==> config.mk <==
export PLATFORM = sky130hd
export DESIGN_NAME = alu_issue_ctrl
export DESIGN_NICKNAME = d
export VERILOG_FILES = /design/src/rtl/alu_pkg.sv /design/src/rtl/alu_decoder.sv /design/src/rtl/alu_issue_ctrl.sv
export SDC_FILE = /design/constraint.sdc
export NUM_CORES = 1
export LEC_CHECK = 0
export ABC_CLOCK_PERIOD_IN_PS = 1340
export BUFFER_PORTS_ARGS = -buffer_cell sky130_fd_sc_hd__buf_4
export CELL_PAD_IN_SITES_DETAIL_PLACEMENT = 1
export CELL_PAD_IN_SITES_GLOBAL_PLACEMENT = 1
export CORE_MARGIN = 2
export CORE_UTILIZATION = 30
export CTS_CLUSTER_DIAMETER = 50
export CTS_CLUSTER_SIZE = 24
export DETAILED_ROUTE_END_ITERATION = 12
export GPL_ROUTABILITY_DRIVEN = 0
export PLACE_DENSITY_LB_ADDON = 0.1
export REMOVE_ABC_BUFFERS = 1
export SLEW_MARGIN = 20
export SYNTH_ARGS = -nofsm -noshare
export SYNTH_HDL_FRONTEND = slang
export SYNTH_HIERARCHICAL = 1
export SYNTH_SLANG_ARGS = --single-unit
==> constraint.sdc <==
create_clock -name clk -period 1.34 [get_ports clk]
set_input_delay 0.067 -clock clk [delete_from_list [all_inputs] [get_ports clk]]
set_output_delay 0.067 -clock clk [all_outputs]
set_load 0.03 [all_outputs]
==> src/rtl/alu_pkg.sv <==
// Shared ALU definitions: ALUControl codes, ALUOp codes and the issue FSM state encoding.
package alu_pkg;

    localparam logic [2:0] ALU_ADD = 3'b000;
    localparam logic [2:0] ALU_SUB = 3'b001;
    localparam logic [2:0] ALU_AND = 3'b010;
    localparam logic [2:0] ALU_OR  = 3'b011;
    localparam logic [2:0] ALU_SLT = 3'b101;

    localparam logic [1:0] ALUOP_ADD   = 2'b00;
    localparam logic [1:0] ALUOP_SUB   = 2'b01;
    localparam logic [1:0] ALUOP_FUNCT = 2'b10;
    localparam logic [1:0] ALUOP_ILL   = 2'b11;

    localparam logic [2:0] F3_ADDSUB = 3'b000;
    localparam logic [2:0] F3_SLT    = 3'b010;
    localparam logic [2:0] F3_OR     = 3'b110;
    localparam logic [2:0] F3_AND    = 3'b111;

    typedef enum logic [1:0] {
        ST_IDLE = 2'b00,
        ST_EXEC = 2'b01,
        ST_RESP = 2'b10
    } issue_state_t;

endpackage

==> src/rtl/alu_decoder.sv <==
// Combinational ALUOp/funct decode into the 3-bit ALUControl code plus an illegal flag.
module alu_decoder
    import alu_pkg::*;
(
    input  logic [1:0] aluop_i,
    input  logic [2:0] funct3_i,
    input  logic       op5_i,
    input  logic       funct7b5_i,
    output logic [2:0] code_o,
    output logic       illegal_o
);

    always_comb begin
        code_o    = ALU_ADD;
        illegal_o = 1'b0;
        case (aluop_i)
            ALUOP_ADD: code_o = ALU_ADD;
            ALUOP_SUB: code_o = ALU_SUB;
            ALUOP_FUNCT: begin
                case (funct3_i)
                    // Only R-type with funct7[5] set subtracts; addi never does.
                    F3_ADDSUB: code_o = (op5_i & funct7b5_i) ? ALU_SUB : ALU_ADD;
                    F3_SLT:    code_o = ALU_SLT;
                    F3_OR:     code_o = ALU_OR;
                    F3_AND:    code_o = ALU_AND;
                    default:   illegal_o = 1'b1;
                endcase
            end
            default: illegal_o = 1'b1;
        endcase
    end

endmodule

==> src/rtl/alu_issue_ctrl.sv <==
// ALU issue controller: request handshake -> registered ALU operands -> captured response.
// Optional macro ALU_ISSUE_ILLEGAL_EN flags illegal decodes via rsp_err and masks the result.
module alu_issue_ctrl
    import alu_pkg::*;
#(
    parameter int unsigned WIDTH = 4
) (
    input  logic             clk,
    input  logic             reset,
    input  logic             req_valid,
    output logic             req_ready,
    input  logic [1:0]       req_aluop,
    input  logic [2:0]       req_funct3,
    input  logic             req_op5,
    input  logic             req_funct7b5,
    input  logic [WIDTH-1:0] req_a,
    input  logic [WIDTH-1:0] req_b,
    output logic [WIDTH-1:0] SrcA,
    output logic [WIDTH-1:0] SrcB,
    output logic [2:0]       ALUControl,
    input  logic [WIDTH-1:0] ALUResult,
    input  logic             Zero,
    output logic             rsp_valid,
    input  logic             rsp_ready,
    output logic [WIDTH-1:0] rsp_result,
    output logic             rsp_zero,
    output logic             rsp_err
);

    issue_state_t     state_q, state_d;
    logic [WIDTH-1:0] srca_q, srca_d;
    logic [WIDTH-1:0] srcb_q, srcb_d;
    logic [2:0]       ctrl_q, ctrl_d;
    logic             rsp_valid_q, rsp_valid_d;
    logic [WIDTH-1:0] result_q, result_d;
    logic             zero_q, zero_d;
`ifdef ALU_ISSUE_ILLEGAL_EN
    logic             ill_q, ill_d;
    logic             err_q, err_d;
`endif

    logic [2:0] dec_code;
    logic       dec_illegal;
    logic [2:0] issue_code;

    alu_decoder u_dec (
        .aluop_i    (req_aluop),
        .funct3_i   (req_funct3),
        .op5_i      (req_op5),
        .funct7b5_i (req_funct7b5),
        .code_o     (dec_code),
        .illegal_o  (dec_illegal)
    );

    // Illegal decodes always issue as add; only the response side differs by build.
    assign issue_code = dec_illegal ? ALU_ADD : dec_code;

    always_comb begin
        state_d     = state_q;
        srca_d      = srca_q;
        srcb_d      = srcb_q;
        ctrl_d      = ctrl_q;
        rsp_valid_d = rsp_valid_q;
        result_d    = result_q;
        zero_d      = zero_q;
`ifdef ALU_ISSUE_ILLEGAL_EN
        ill_d       = ill_q;
        err_d       = err_q;
`endif
        req_ready   = 1'b0;
        case (state_q)
            ST_IDLE: begin
                req_ready = 1'b1;
                if (req_valid) begin
                    srca_d  = req_a;
                    srcb_d  = req_b;
                    ctrl_d  = issue_code;
`ifdef ALU_ISSUE_ILLEGAL_EN
                    ill_d   = dec_illegal;
`endif
                    state_d = ST_EXEC;
                end
            end
            ST_EXEC: begin
                result_d    = ALUResult;
                zero_d      = Zero;
`ifdef ALU_ISSUE_ILLEGAL_EN
                if (ill_q) begin
                    result_d = '0;
                    zero_d   = 1'b0;
                end
                err_d       = ill_q;
`endif
                rsp_valid_d = 1'b1;
                state_d     = ST_RESP;
            end
            ST_RESP: begin
                if (rsp_ready) begin
                    rsp_valid_d = 1'b0;
`ifdef ALU_ISSUE_ILLEGAL_EN
                    err_d       = 1'b0;
`endif
                    state_d     = ST_IDLE;
                end
            end
            default: state_d = ST_IDLE;
        endcase
    end

    always_ff @(posedge clk or posedge reset) begin
        if (reset) begin
            state_q     <= ST_IDLE;
            srca_q      <= '0;
            srcb_q      <= '0;
            ctrl_q      <= ALU_ADD;
            rsp_valid_q <= 1'b0;
            result_q    <= '0;
            zero_q      <= 1'b0;
`ifdef ALU_ISSUE_ILLEGAL_EN
            ill_q       <= 1'b0;
            err_q       <= 1'b0;
`endif
        end else begin
            state_q     <= state_d;
            srca_q      <= srca_d;
            srcb_q      <= srcb_d;
            ctrl_q      <= ctrl_d;
            rsp_valid_q <= rsp_valid_d;
            result_q    <= result_d;
            zero_q      <= zero_d;
`ifdef ALU_ISSUE_ILLEGAL_EN
            ill_q       <= ill_d;
            err_q       <= err_d;
`endif
        end
    end

    assign SrcA       = srca_q;
    assign SrcB       = srcb_q;
    assign ALUControl = ctrl_q;
    assign rsp_valid  = rsp_valid_q;
    assign rsp_result = result_q;
    assign rsp_zero   = zero_q;
`ifdef ALU_ISSUE_ILLEGAL_EN
    assign rsp_err    = err_q;
`else
    assign rsp_err    = 1'b0;
`endif

endmodule

# After elaboration in Yosys (flattened, before gate mapping)
# Cells that the tools add are included.
# Widths: inputs -> output; s select.
# word_totals
ff_bits,19
latchBits,0
ram_bits,0
romBits,0
in_bits,24
output_inout_bits,19
n_memories,0
# classes
add_sub_neg,0
mul,0
n_div,0
magnitude_cmp,0
eq_ne,9
n_shift,0
muxes,12
n_bitwise,1
n_reduce_logical,9
# op_table
operator,n
$pmux 3 s4,1
$eq 3x3->1 const B,2
$pmux 2 s3,1
$pmux 3 s2,1
$reduce_and 2->1,3
$eq 2x1->1 const B,2
$eq 2x2->1 const B,2
$logic_not 2->1,2
$mux 1,4
$mux 2,2
$ne 2x2->1 const B,2
$pmux 1 s2,2
$reduce_or 4->1,1
$eq 3x2->1 const B,1
$logic_not 3->1,1
$mux 3,1
$reduce_bool 2->1,1
$reduce_or 2->1,1
$and 1x1->1,1

# Logic depth before layout (Yosys ltp)
# Gate-level depths: netlist (run 1).
# logic_depth
word_depth,5
ltp_mapped,7

# By module
# The synthesis (run 1) kept the hierarchy.
# modules_own_cells
module,instances,cells_each,area_per_inst_um2,seq_area_each_um2
alu_issue_ctrl,1,50,754.5,475.5
alu_decoder,1,18,127.6,0.0

# Worst setup path before layout (run 1)
# No wires, ideal clock.
# synth_path
kind,register -> register
start,register state_q[1]
end,register srca_q[0] (netlist: SrcA[0])
setup_ns,0.125
arrival_ns,1.146
setup_slack_ns,0.069
path_stages_with_launch,4
n_path_buf,1
path_cell_list,dfrtp_1 nor3b_2 buf_6 mux2_2
# synth_via
elab_chain_len,2
# synth_lines
item,line_no,text
from (decl),alu_issue_ctrl.sv:30,"issue_state_t state_q, state_d;"
from (signal assigned),alu_issue_ctrl.sv:124,state_q <= state_d;
$logic_not 2->1,alu_issue_ctrl.sv:71,case (state_q)
$reduce_and 2->1 (no line),--,
to (signal assigned),alu_issue_ctrl.sv:125,srca_q <= srca_d;
to (decl),alu_issue_ctrl.sv:31,"logic [WIDTH-1:0] srca_q, srca_d;"
# No other way between the ends.
# A chain may end at the register's enable or synchronous reset.

# Final worst setup path (run 1)
# Same ends and word-level chain as after synthesis.

==> results of run 1 <==
## flip-flops by register name, indices dropped and copies added (netlist names)
signal	flops
SrcB	4
rsp_result	4
rsp_zero	1
rsp_valid	1
ALUControl	3
SrcA	4
state_q	2
## cell type report
class	count	area [um^2]
inverter	5	18.8
multi-input combinational	41	364
sequential	19	475
clock buffer	4	26.3
tap	31	38.8
timing repair buffer	60	492
fill	311	1370
## worst max-delay path: stages (launching register included)
cell	delay, ns
dfrtp_1	0.42
nor3b_2	0.21
buf_6	0.18
mux2_2	0.34
## worst min path at each step
stage | from | to | slack, ns | cells after the start
finish | req_valid | state_q[0] | 0.22 | 3
global route | req_valid | state_q[0] | 0.20 | 3
CTS | req_a[1] | SrcA[1] | 0.0005 | 2
detailed placement | reset | SrcA[0] | 0.11 | 3
global placement | reset | SrcB[1] | 0.11 | 3
floorplan | reset | ALUControl[0] | 0.02 | 1
## cell usage after synthesis
library cell | count | area, um^2
buf_2 | 1 | 5.00
a21o_1 | 1 | 7.51
buf_4 | 1 | 7.51
o31ai_1 | 1 | 7.51
buf_6 | 1 | 11.3
a21oi_2 | 1 | 8.76
nor2b_4 | 1 | 13.8
ha_1 | 3 | 37.5
conb_1 | 1 | 3.75
o21ai_2 | 1 | 8.76
nor2b_1 | 7 | 43.8
nor2_1 | 3 | 11.3
nor3_1 | 1 | 5.00
nand3_1 | 2 | 10.0
o21ai_1 | 1 | 5.00
inv_1 | 5 | 18.8
dfrtp_1 | 19 | 475
nor3b_2 | 1 | 12.5
a2bb2oi_1 | 1 | 8.76
mux2_2 | 16 | 180
## cells by family (layout without fill, tap and decap cells)
logic type	Yosys count	after routing	share of synthesized area
fa+ha+maj	3	3	0.0426
flops	19	19	0.539
mux	16	16	0.204
simple gates	15	15	0.109
buf+inv	8	69	0.0482
other cells	1	1	0.00425
compound gates	6	6	0.0525
## timing repair
item,CTS,global route
resized for setup,0,1
endpoints found under the hold margin,29,4
endpoints found under the setup margin,0,6
hold buffers,11,4
## layer usage
layer  up-vias  part of all wire
li1        349                 -
met1       349              0.40
met3         2             0.067
met2        26              0.53
met4         0            0.0051
met5         -                 0
## report_power, final
group	switching, uW	internal (uW)
Combinational	786	665
Clock	164	116
Sequential	138	819
## per-stage QoR
| stage | worst slack (ns) | total power (uW) |
|---|---|---|
| after floorplan | -0.133 | 1820 |
| after CTS | 0.0365 | 2700 |
| final | 0.0665 | 2690 |
| after global placement | 0.0737 | 2360 |
| after detailed placement | 0.0573 | 2390 |
| after global routing | 0.0127 | 2870 |
## placed cells by master (no fill, tap or decap), types with 2 or more instances in the layout
master / count
buf_4: 44
dfrtp_1: 19
mux2_2: 16
dlygate4sd3_1: 15
nor2b_1: 7
inv_1: 5
nor2_1: 3
clkbuf_4: 3
ha_1: 3
nand3_1: 2
==> impl_metrics.ini, run 1 <==
[run_status]
outcome = completed

[drt]
vias = 726
drt_iter0_drc = 7
vias_per_cell = 4.54
wl_mm = 1.95
ant_nets = 0
drc = 0
drt_first_pass_iters = 3
wl_per_cell_um = 12.2

[die]
start_util = 0.317
core_mm2 = 0.00278
io_pins = 43
rows = 19
die_height_um = 58.2
die_w_um = 58.2
die-area_mm2 = 0.00339

[yosys]
syn_area_um2 = 882
ys_warn_count = 6
synth.yosys.seq_area_share = 0.539
synth_cell_type_count = 20
synthCells = 68
ys_seq_elements = 19
synth_area_per_cell_um2 = 13.0

[layout]
fin_nets = 157
area_growth_pct = 60.4
final_util = 0.509
diodes = 0
fin_area_mm2 = 0.00142
final_layout_size_suffix_gt1_frac = 0.527
fin_cells = 160

[timing]
hold_violations = 0
max_freq_mhz = 785
rsz0062_at_grt = no
holdWs_ns = 0.216
clock-skew-final_ns = 0.00634
setup_tns_ns = 0
setup_violations = 0
drv_slew = 0
fin_crit_sh = 0.950
period_minus_slack_ns = 1.27

[setup_path]
r2r-start = state_q[1]
rr_endpoint = SrcA[0]
endpoint_kind = register
crit_type = reg2reg
critPathMaxFanout = 12
reg2regPathDepth = 3
endpoint = SrcA[0]
startpoint_type = register
startpoint = state_q[1]
crit_required_ns = 1.52
reg2reg_slack_ns = 0.07
crit_arrival_ns = 1.45

[grt]
grt_max_degree = 20
grtUsageTotal = 0.124
met1_usage = 0.151
antenna_found_initial = 0
grt_overflow_total = 0
grt-busiest-layer = met2
grt_pass1_wl_mm = 3.22
first_global_vias = 709
use_met3 = 0.0446
grt_use_met2 = 0.208

[power_and_ir_drop]
leakage_uw = 0.000697
max-vdd-ir-drop_uv = 1350
p_per_area_mw_per_mm2 = 1900

[clock_network]
clk_pin_slew_ns = 0.10
cts-htree-levels = 1
clk_latency_ns = 0.29
cts_made_buffers = 3
cts_sinks = 19
post_cts_buffers = 0
cts_tree = yes
clock_path_buffers = 2
cts-root-buf = clkbuf_4

[place]
post-place-cells = 141
dpl-instance-area_mm2 = 0.00123
port_buffers = 41
dp_hpwl_mm = 1.39

[run]
maxCapViolCount = 0

[min_path]
hp-class = in2reg
Power figures use the tool's default switching activity.
==> inputs of run 2 (changes only) <==
CORE_ASPECT_RATIO = 1.4   (was not set)
==> run 2 against run 1 <==
- flip-flop and latch count unchanged
- global-route usage up 1.6 points
- sequential power up 1%
- sequential share of layout area up 2.5 points
- fmax down 1.5%
- combinational power about the same
- register-to-register slack worse by 0.02 ns
- critical path type unchanged
- largest cell class is now registers
==> impl_metrics.ini, run 2 (synthesized netlist as in run 1, its figures left out) <==
[setup_path]
reg2regPathDepth = 3
r2r-start = state_q[1]
critPathMaxFanout = 8
startpoint = state_q[1]
endpoint = SrcB[1]
endpoint_kind = register
reg2reg_slack_ns = 0.05
crit_type = reg2reg
rr_endpoint = SrcB[1]
crit_required_ns = 1.48
startpoint_type = register
crit_arrival_ns = 1.43

[clock_network]
post_cts_buffers = 0
clock_path_buffers = 2
cts-htree-levels = 1
clk_latency_ns = 0.25
clk_pin_slew_ns = 0.07
cts-root-buf = clkbuf_8
cts_sinks = 19
cts_tree = yes
cts_made_buffers = 3

[power_and_ir_drop]
switching_share = 0.398
seq_power_share = 0.346
max-vdd-ir-drop_uv = 814
p_sw_uw = 1120
leakage_uw = 0.000655
p_per_area_mw_per_mm2 = 2120
p_comb_frac = 0.513
p_int_uw = 1680
clkPwrFrac = 0.141
power.total_uw = 2800

[grt]
antenna_found_initial = 0
first_global_vias = 702
grt_pass1_wl_mm = 3.42
grt_overflow_total = 0
grtUsageTotal = 0.140
grt_max_degree = 11

[drt]
drc = 0
drt_iter0_drc = 5
ant_nets = 0
wl_per_cell_um = 13.5
vias = 692
wl_mm = 2.08
vias_per_cell = 4.49
drt_first_pass_iters = 3

[timing]
max_freq_mhz = 774
setup_violations = 0
hold_violations = 0
clock-skew-final_ns = 0.00177
period_minus_slack_ns = 1.29
drv_slew = 0
setup_tns_ns = 0
fin_crit_sh = 0.965

[die]
die_height_um = 68.2
core_mm2 = 0.00282
die-area_mm2 = 0.00340
die_w_um = 49.8
rows = 23
io_pins = 43
start_util = 0.313

[run_status]
outcome = completed

[layout]
layout_commonest_cell = buf_4
fin_cells = 154
fin_nets = 145
area_growth_pct = 49.5
final_layout_size_suffix_gt1_frac = 0.590
layout_common_cells = buf_4 (45), dfrtp_1 (19), mux2_2 (16)
fin_area_mm2 = 0.00132
diodes = 0
fillCellCount = 343

[place]
dp_hpwl_mm = 1.69
port_buffers = 41
post-place-cells = 148
dpl-instance-area_mm2 = 0.00125

[run]
maxCapViolCount = 0

[min_path]
hp-class = in2reg
==> run 2: layer usage <==
| layer | GRT usage | share of wire | up-vias |
|---|---|---|---|
| li1 | - | - | 324 |
| met1 | 0.148 | 0.35 | 340 |
| met2 | 0.260 | 0.59 | 24 |
| met3 | 0.0175 | 0.033 | 4 |
| met4 | 0.0938 | 0.024 | 0 |
| met5 | 0 | 0 | - |
==> run 2: through the flow <==
stage           util  setup slack (ns)  hold WS [ns]
6_report       0.468            0.0472        0.0406
5_1_grt        0.468           -0.0297        0.0309
4_1_cts        0.466            0.0436        0.0314
3_5_place_dp   0.443            0.0698        0.0819
3_3_place_gp   0.443            0.0881        0.0633
2_1_floorplan      -            -0.133        0.0181
==> run 2: worst min-delay path by stage <==
stage / from / to / slack, ns / depth (start not counted)
2_1_floorplan: reset / ALUControl[0] / 0.02 / 1
6_report: req_b[2] / SrcB[2] / 0.04 / 2
4_1_cts: req_b[2] / SrcB[2] / 0.03 / 2
3_5_place_dp: reset / rsp_result[0] / 0.08 / 2
3_3_place_gp: reset / rsp_valid / 0.06 / 2
5_1_grt: req_b[0] / SrcB[0] / 0.03 / 2
==> run 2: cell type report <==
type                       count  area [um^2]  share of cell area
timing repair buffer          48          369               0.280
tap                           37         46.3              0.0351
multi-input combinational     41          364               0.276
sequential                    19          475               0.361
clock buffer                   4         45.0              0.0342
inverter                       5         18.8              0.0142
==> run 2: worst max-delay path, stage by stage (launching register included) <==
cell	delay (ns)
dfrtp_1	0.42
nor3b_2	0.25
buf_6	0.18
mux2_2	0.33
==> run 2: what timing repair did <==
action,in CTS,in global routing
hold buffers,2,0
gates resized for setup,0,1
endpoints found under the hold margin,10,0
setup endpoints to repair,0,4
==> run 2: power groups by stage <==
| stage | Clock, uW | Combinational (uW) | Sequential, uW |
|---|---|---|---|
| 6_report | 395 | 1440 | 968 |
| 5_1_grt | 451 | 1520 | 1010 |
| 4_1_cts | 417 | 1450 | 975 |
| 3_5_place_dp | 0 | 1440 | 985 |
| 3_3_place_gp | 0 | 1410 | 965 |
| 2_1_floorplan | 0 | 414 | 1410 |
==> inputs of run 3 (changes only) <==
CORE_UTILIZATION = 29   (was 30)
SYNTH_HIERARCHICAL = not set   (was 1)
==> run 3 against run 2 <==
- synthesized cell count rose by 25%
- via count rose by 12%
- clock skew barely moved
- wire length rose by 11%
- first-iteration DRC count fell by 100%
- fmax fell by 3.2%
- die area rose by 5.1%
- critical path depth rose by 2
- critical path type unchanged
==> impl_metrics.ini, run 3 <==
[yosys]
syn_area_um2 = 900
synthFlopType = dfrtp_1
ys_seq_elements = 19
synth_cell_type_count = 27
netlist_top_cells_count = nand2_1 (27), dfrtp_1 (19), inv_1 (4), ha_1 (3), mux2_2 (3)
synth-edff-count = 0
synth_area_leaders = dfrtp_1 (53%), nand2_1 (11%), ha_1 (4.2%)
synth.yosys.seq_area_share = 0.529
synthCells = 85
async_reset_ff_frac = 1.00
yosys.area.top_type_share = 0.529
yosys.area.top_type = dfrtp_1
yosysMostFrequentCell = nand2_1
synth_area_per_cell_um2 = 10.6
ys_warn_count = 0

[setup_path]
r2r-start = state_q[1]
startpoint_type = register
cp_cell_sequence = or3b_4 -> buf_6 -> clkbuf_16 -> nand2_1 -> nand2_1
critPathMaxFanout = 7
crit_required_ns = 1.48
crit_arrival_ns = 1.47
critPathMaxStageDelay_ns = 0.43
cp_common_cell = nand2_1
slowest_stage = or3b_4
reg2regPathDepth = 5
endpoint_kind = register
crit_type = reg2reg
reg2reg_slack_ns = 0.005
startpoint = state_q[1]

[power_and_ir_drop]
leakage_uw = 0.000737
p_sw_uw = 1240
p_int_uw = 1750
max-vdd-ir-drop_uv = 789
power.total_uw = 2990
clkPwrFrac = 0.129
switching_share = 0.415
p_per_area_mw_per_mm2 = 2140
seq_power_share = 0.320
p_comb_frac = 0.551

[grt]
antenna_found_initial = 0
grt_pass1_wl_mm = 3.47
grt_max_degree = 20
grtUsageTotal = 0.128
grt_overflow_total = 0
first_global_vias = 830

[run]
maxCapViolCount = 0

[timing]
hold_violations = 0
holdWs_ns = 0.00755
fin_crit_sh = 0.996
period_minus_slack_ns = 1.33
rsz0062_at_grt = yes
setup_violations = 0
drv_slew = 0
worst_slack_ns = 0.00516
setup_tns_ns = 0
max_freq_mhz = 749
clock-skew-final_ns = 0.00148

[die]
io_pins = 43
die_height_um = 69.9
start_util = 0.310
rows = 23
die_w_um = 51.1
core_mm2 = 0.00291
die-area_mm2 = 0.00357

[clock_network]
cts_sinks = 19
cts-htree-levels = 1
clock_path_buffers = 2
cts_made_buffers = 3
cts-root-buf = clkbuf_8
clk_pin_slew_ns = 0.07
clk_latency_ns = 0.25
cts_tree = yes

[layout]
final_util = 0.481
diodes = 0
fin_nets = 165
layout_commonest_cell = buf_4
multi_input_area_um2 = 365
regArea_um2 = 475
area_growth_pct = 55.4
final_layout_size_suffix_gt1_frac = 0.474
fillCellCount = 350
layout_common_cells = buf_4 (47), nand2_1 (25), dfrtp_1 (19)

[place]
port_buffers = 41
pre_cts_slack_ns = 0.0233
dp_hpwl_mm = 1.75

[drt]
vias = 777
drt_first_pass_iters = 1
wl_mm = 2.32
ant_nets = 0
drt_iter0_drc = 0
drc = 0
vias_per_cell = 4.47
wl_per_cell_um = 13.3

[min_path]
hp-class = in2reg
hold_path.startpoint = req_a[2]
hold_path_depth = 3

[run_status]
outcome = completed
[run 3: power by group through the flow]
stage	Clock, uW	Sequential [uW]	Combinational [uW]
finish	386	957	1650
CTS	396	960	1490
global placement	0	953	1450
floorplan	0	1410	418
detailed placement	0	970	1490
global route	422	988	1740
[run 3: path summary, 6_finish.rpt]
path                            endpoint
hold reg to reg                  SrcA[2]
min in group asynchronous  rsp_result[2]
max in group asynchronous  ALUControl[0]
setup reg to reg                 SrcA[0]
hold / removal                   SrcA[2]
setup / recovery                 SrcA[0]
[run 3: critical path: cells and delay by family (launching register included)]
family	cells	cell delay (ns)
AND/OR/NAND/NOR	3	0.57
flip-flops	1	0.38
buffers and inverters	2	0.28
[run 3: cell type report]
type / instances / area share
inverters: 5 / 0.0224
multi-input cells: 57 / 0.261
well taps: 37 / 0.0331
repair buffers: 52 / 0.311
flip-flops and latches: 19 / 0.340
clock buffers: 4 / 0.0322
[run 3: cells by family (layout without fill, tap and decap cells)]
logic type | after synthesis | after routing | synth area share
simple gates | 41 | 41 | 0.225
flops | 19 | 19 | 0.529
buf+inv | 9 | 61 | 0.0737
compound gates | 7 | 7 | 0.0640
mux | 5 | 5 | 0.0626
fa+ha+maj | 3 | 3 | 0.0417
other cells | 1 | 1 | 0.00417
[run 3: timing repair]
item,4_1_cts,5_1_grt
hold buffers,1,0
resized for setup,0,11
setup endpoints to repair,0,1
endpoints found under the hold margin,19,0
setup buffers,0,4
[run 3: metal layers]
metal,vias to the layer above,GRT usage,share of wire
met5,-,0,0
met4,0,0.0721,0.021
met3,4,0.0192,0.054
met2,27,0.250,0.60
met1,375,0.117,0.32
li1,371,-,-
[run 3: metrics by stage]
step	cells	instance area, um^2
final	174	1400
after global routing	174	1400
after CTS	169	1310
after detailed placement	164	1260
after global placement	164	1260
after floorplan	81	865
